### src/rtl/stack_tos_sequencer.sv
// Stack/TOS command sequencer: one command per handshake,
// fixed strobe sequence per op, overflow/underflow detection.
module stack_tos_sequencer #(
  parameter int ADDR_WIDTH = 12
) (
  input  logic                  clk,
  input  logic                  reset,
  input  logic                  cmd_valid,
  input  logic [2:0]            cmd_op,
  output logic                  cmd_ready,
  input  logic [ADDR_WIDTH-1:0] tos_cur,
  input  logic                  err_clr,
  output logic [2:0]            SEL_MUX_STACK,
  output logic                  CTRL_REG_READ_STACK,
  output logic                  CTRL_REG_WRITE_STACK,
  output logic                  CTRL_REG_READ_MEM,
  output logic                  CTRL_REG_WRITE_MEM,
  output logic                  SEL_MUX_TOS,
  output logic                  CTRL_REG_TOS,
  output logic                  SEL_TOS_UPDATER,
  output logic                  CTRL_STACK,
  output logic                  CTRL_MEM_EXT,
  output logic                  done,
  output logic                  done_err,
  output logic                  ovf_flag,
  output logic                  unf_flag,
  output logic [15:0]           op_count
);

  localparam logic [2:0] OP_PUSH_ALU = 3'd0;
  localparam logic [2:0] OP_LOAD     = 3'd1;
  localparam logic [2:0] OP_PUSH_RET = 3'd2;
  localparam logic [2:0] OP_PUSH_ARG = 3'd3;
  localparam logic [2:0] OP_DUP      = 3'd4;
  localparam logic [2:0] OP_POP      = 3'd5;
  localparam logic [2:0] OP_STORE    = 3'd6;
  localparam logic [2:0] OP_SET_TOS  = 3'd7;

  typedef enum logic [3:0] {
    IDLE, MEM_WAIT, MEM_RD, STK_RD, PUSH_LATCH,
    PUSH_WR, MEM_LATCH, MEM_WR, TOS_LOAD, SETTLE
  } state_t;

  state_t     state_q, state_d;
  logic [2:0] op_q;
  logic       err_q;
  logic       accept;
  logic       ovf_det, unf_det, err_det;

  assign cmd_ready = (state_q == IDLE);
  assign accept    = cmd_valid && cmd_ready;

  // Pushes (DUP included) need room; DUP/POP/STORE need an entry.
  assign ovf_det = accept && (&tos_cur) && (cmd_op <= OP_DUP);
  assign unf_det = accept && (tos_cur == '0) &&
                   (cmd_op == OP_DUP || cmd_op == OP_POP ||
                    cmd_op == OP_STORE);
  assign err_det = ovf_det || unf_det;

  always_ff @(posedge clk or negedge reset) begin
    if (!reset) begin
      state_q  <= IDLE;
      op_q     <= '0;
      err_q    <= 1'b0;
      ovf_flag <= 1'b0;
      unf_flag <= 1'b0;
      op_count <= '0;
    end else begin
      state_q <= state_d;
      if (accept) begin
        op_q  <= cmd_op;
        err_q <= err_det;
      end
      // A new error wins over a simultaneous clear.
      if (ovf_det)      ovf_flag <= 1'b1;
      else if (err_clr) ovf_flag <= 1'b0;
      if (unf_det)      unf_flag <= 1'b1;
      else if (err_clr) unf_flag <= 1'b0;
      if (state_q == SETTLE && !err_q)
        op_count <= op_count + 16'd1;
    end
  end

  always_comb begin
    state_d = state_q;
    unique case (state_q)
      IDLE: begin
        if (accept) begin
          if (err_det) state_d = SETTLE;
          else begin
            unique case (cmd_op)
              OP_PUSH_ALU,
              OP_PUSH_RET,
              OP_PUSH_ARG: state_d = PUSH_LATCH;
              OP_LOAD:     state_d = MEM_WAIT;
              OP_DUP,
              OP_POP,
              OP_STORE:    state_d = STK_RD;
              OP_SET_TOS:  state_d = TOS_LOAD;
              default:     state_d = IDLE;
            endcase
          end
        end
      end
      MEM_WAIT:   state_d = MEM_RD;
      MEM_RD:     state_d = PUSH_LATCH;
      STK_RD: begin
        if (op_q == OP_DUP)        state_d = PUSH_LATCH;
        else if (op_q == OP_STORE) state_d = MEM_LATCH;
        else                       state_d = SETTLE;
      end
      PUSH_LATCH: state_d = PUSH_WR;
      PUSH_WR:    state_d = SETTLE;
      MEM_LATCH:  state_d = MEM_WR;
      MEM_WR:     state_d = SETTLE;
      TOS_LOAD:   state_d = SETTLE;
      SETTLE:     state_d = IDLE;
      default:    state_d = IDLE;
    endcase
  end

  always_comb begin
    SEL_MUX_STACK        = 3'b000;
    CTRL_REG_READ_STACK  = 1'b0;
    CTRL_REG_WRITE_STACK = 1'b0;
    CTRL_REG_READ_MEM    = 1'b0;
    CTRL_REG_WRITE_MEM   = 1'b0;
    SEL_MUX_TOS          = 1'b0;
    CTRL_REG_TOS         = 1'b0;
    SEL_TOS_UPDATER      = 1'b0;
    CTRL_STACK           = 1'b0;
    CTRL_MEM_EXT         = 1'b0;
    done                 = 1'b0;
    done_err             = 1'b0;
    unique case (state_q)
      MEM_RD: CTRL_REG_READ_MEM = 1'b1;
      STK_RD: begin
        CTRL_REG_READ_STACK = 1'b1;
        if (op_q == OP_POP || op_q == OP_STORE) begin
          CTRL_REG_TOS    = 1'b1;
          SEL_TOS_UPDATER = 1'b1;
        end
      end
      // Op encoding doubles as the stack write-data select.
      PUSH_LATCH: begin
        SEL_MUX_STACK        = op_q;
        CTRL_REG_WRITE_STACK = 1'b1;
        CTRL_REG_TOS         = 1'b1;
      end
      PUSH_WR: begin
        SEL_MUX_STACK = op_q;
        CTRL_STACK    = 1'b1;
      end
      MEM_LATCH: CTRL_REG_WRITE_MEM = 1'b1;
      MEM_WR:    CTRL_MEM_EXT       = 1'b1;
      TOS_LOAD: begin
        SEL_MUX_TOS  = 1'b1;
        CTRL_REG_TOS = 1'b1;
      end
      SETTLE: begin
        done     = 1'b1;
        done_err = err_q;
      end
      default: ;
    endcase
  end

endmodule

### config.mk
export PLATFORM = sky130hd
export DESIGN_NAME = stack_tos_sequencer
export DESIGN_NICKNAME = d
export VERILOG_FILES = /design/src/rtl/stack_tos_sequencer.sv
export SDC_FILE = /design/constraint.sdc
export NUM_CORES = 1
export LEC_CHECK = 0
export ABC_AREA = 1
export BUFFER_PORTS_ARGS = -buffer_cell sky130_fd_sc_hd__buf_2
export CAP_MARGIN = 25
export CORE_ASPECT_RATIO = 1.4
export CORE_MARGIN = 2
export CORE_UTILIZATION = 54
export DETAILED_ROUTE_END_ITERATION = 10
export GPL_TIMING_DRIVEN = 0
export HOLD_SLACK_MARGIN = 0.12
export PLACE_DENSITY = 0.84
export SLEW_MARGIN = 25
export SYNTH_ARGS = -nofsm -noshare
export SYNTH_HDL_FRONTEND = slang
export SYNTH_SLANG_ARGS = --single-unit
### constraint.sdc
create_clock -name clk -period 2.8 [get_ports clk]
set_clock_uncertainty 0.15 [all_clocks]
set_input_delay 0 -clock clk [delete_from_list [all_inputs] [get_ports clk]]
set_output_delay 0 -clock clk [all_outputs]
set_load 0.1 [all_outputs]
==> metrics <==
status completed; actual slew at the worst max-slew pin 0.491 ns; antenna-violating nets left 0; Post-Syn Instances 219; Worst Path Required 2.85 ns; crit path kind primary input to flop; CP most frequent cell dlygate4sd3_1; gr ovfl total 0; setup_tns 0 ns; WP data arrival 2.76 ns; Routability Congestion 0.844; unrepaired setup endpoints after global routing no; vias after detailed routing 1675; Tmin final 2.71 ns; ANT cells 0; Die Span Y 68.1 µm; Final Hold Fails 0; Synth cell types 20; Fmax 0.369 GHz; reg2reg setup slack 0.32 ns; yosys warns 0; top cells by area, synth dfrtp_1 (41%), nand2_1 (11%), nor2_1 (9.0%); post-detailed-route DRC marker count 0; register area share after synthesis 41.0%; CP max stage delay 0.56 ns; DR vias/cell 5.03; pwr dens 791 mW/mm²; pin count of the biggest net entering global routing 27; worst skew pair latency 0.27 ns; Crit Path Max Fanout 5; Inserted Clock Buffers 3; Avg Cell Area, Syn 7.24 µm²; DRT iter0 DRCs 31; clk root buf clkbuf_8; mapped cell area 0.00159 mm²; Yosys reg bits 26; Max clock buf depth 2; Die Area 0.00339 mm²; Tcrit/Tclk final 96.9%; first-pass GRT wire length 6.69 mm; share of layout cells above drive strength 1 25.3%; final count of pins violating max slew 0; Pleak 0.00114 µW; Design Power 1730 µW; Rel. slew slack 67.5%; Initial Utilization 56.2%; hold_sp tos_cur[0]; most common cell in the netlist nand2_1; syn_nets 239; VDD IR max 0.705 mV; Layout area overhead 37.6%; kind of cell adding the most delay to the critical path buffers and inverters; Reg2Reg Depth 7; async set or reset register ratio after synthesis 100%; die width 49.8 µm; Synth Flop Type dfrtp_1; WL/cell 12.2 µm; core area 0.00282 mm²; drt pass-1 iters 4; CP bufs+invs 6; CTS sink cnt 26; Hold EP state_q[3]; top post-synthesis cells by count nand2_1 (46), nor2_1 (38), inv_1 (33); Hold Path Class primary input to flop; gr usage total 26.8%; reg2reg start state_q[0]; final-report setup violation count 0; CP cell instances dlygate4sd3_1, buf_2, nand4_1, dlygate4sd3_1, nor2_1, dlygate4sd3_1, nand3_2, nand2_1, inv_1, dlygate4sd3_1, o21ai_0; FF-to-FF End op_q[0]; Hold Path Stages 8; DRT Wirelength 4.06 mm; H-tree Lvls 1; initial antenna violation count 0; Post-synth EDFFs 0; clock-pin slew on the worst setup and hold paths 0.09 ns; vias in the first global route 1604; IO Pins 52; CP max stage cell dlygate4sd3_1; CP Launch Type primary input; CTS tree built; DP Wirelength 2.81 mm; row count 23; CP Capture Type flop; Synth area leader dfrtp_1; Layout Nets 317; Port Buf Inserts 51; CP startpoint tos_cur[1]; top cell type's share of synthesized area 41.0%; max-cap violations 0
-- area by class of cell --
cell class	instances	area (µm²)
flip-flops and latches	26	651
plain buffers	1	11.3
multi-input cells	157	802
inverters	35	131
fillers	228	638
repair buffers	73	485
clock buffers	4	55.1
well taps	37	46.3
-- metal layers --
layer	routed length [µm]	vias to the layer above	track usage, %
li1	-	836	-
met1	1550	779	25.3
met2	2270	52	56.3
met3	146	8	3.06
met4	99	0	12.5
met5	0	-	0
-- flip-flops by register name, summed over array words and instances, names as in the netlist --
name,count
op_count,16
state_q,4
op_q,3
err_q,1
ovf_flag,1
unf_flag,1
-- report_power, final --
part	leakage [µW]	switching (µW)	total (µW)	internal (µW)
clock network	0.0000288	120	246	126
registers	0.000351	59.0	496	436
logic	0.000763	772	985	213
-- cell usage in the layout, fill, tap and decap left out --
| master | n |
|---|---|
| a21oi_1 | 5 |
| buf_12 | 1 |
| buf_2 | 51 |
| buf_6 | 1 |
| clkbuf_8 | 4 |
| dfrtp_1 | 26 |
| dlygate4sd3_1 | 21 |
| ha_1 | 1 |
| inv_1 | 33 |
| inv_2 | 2 |
| nand2_1 | 46 |
| nand2_2 | 3 |
| nand3_1 | 12 |
| nand3_2 | 2 |
| nand4_1 | 5 |
| nand4_2 | 1 |
| nor2_1 | 38 |
| nor2_2 | 4 |
| nor2_4 | 2 |
| nor3_1 | 9 |
| nor3_2 | 4 |
| o21ai_0 | 12 |
| xnor2_1 | 5 |
| xor2_1 | 8 |
-- metrics by stage --
step                hold WS, ns  util (%)  instance area (µm²)  instances  worst slack (ns)
finish                    0.143      77.4                 2180        333            0.0869
global route              0.205      77.4                 2180        333          0.000192
CTS                       0.122      77.7                 2190        334            0.0739
detailed placement       -0.122      67.3                 1900        307              1.10
global placement         -0.122      67.3                 1900        307              1.12
floorplan                -0.446         -                 1600        219            0.0951
-- worst reg2reg max path: stages (launching register included) --
cell and delay (ns):
dfrtp_1 0.47, nor2_2 0.17, nand2_2 0.12, nor2_4 0.23, nand2_1 0.08, dlygate4sd3_1 0.56, o21ai_0 0.07, dlygate4sd3_1 0.56
-- worst max-delay path by stage --
stage                        end  slack [ns]  cells past startpoint
floorplan           CTRL_REG_TOS         0.1                      7
global placement    CTRL_REG_TOS        1.12                      8
detailed placement  CTRL_REG_TOS        1.10                      8
CTS                        err_q        0.07                     12
global route               err_q      0.0002                     11
finish                     err_q        0.09                     11
-- kinds of logic (layout without fill, tap and decap cells) --
family                   Yosys count  count (layout)  synth area share (%)
AO/OA/AOI/OAI                     17              17                  5.37
AND/OR/NAND/NOR                  126             126                  36.6
buffers and inverters             36             113                  9.00
adder cells (fa/ha/maj)            1               1                 0.789
XOR/XNOR                          13              13                  7.18
flip-flops                        26              26                  41.0
-- timing repair --
action	CTS	global route
endpoints found under the setup margin	0	1
hold buffers	23	0
resized for setup	0	0
endpoints found under the hold margin	36	0
setup buffers	0	0
Note: power is estimated with default switching activity, not from simulation.
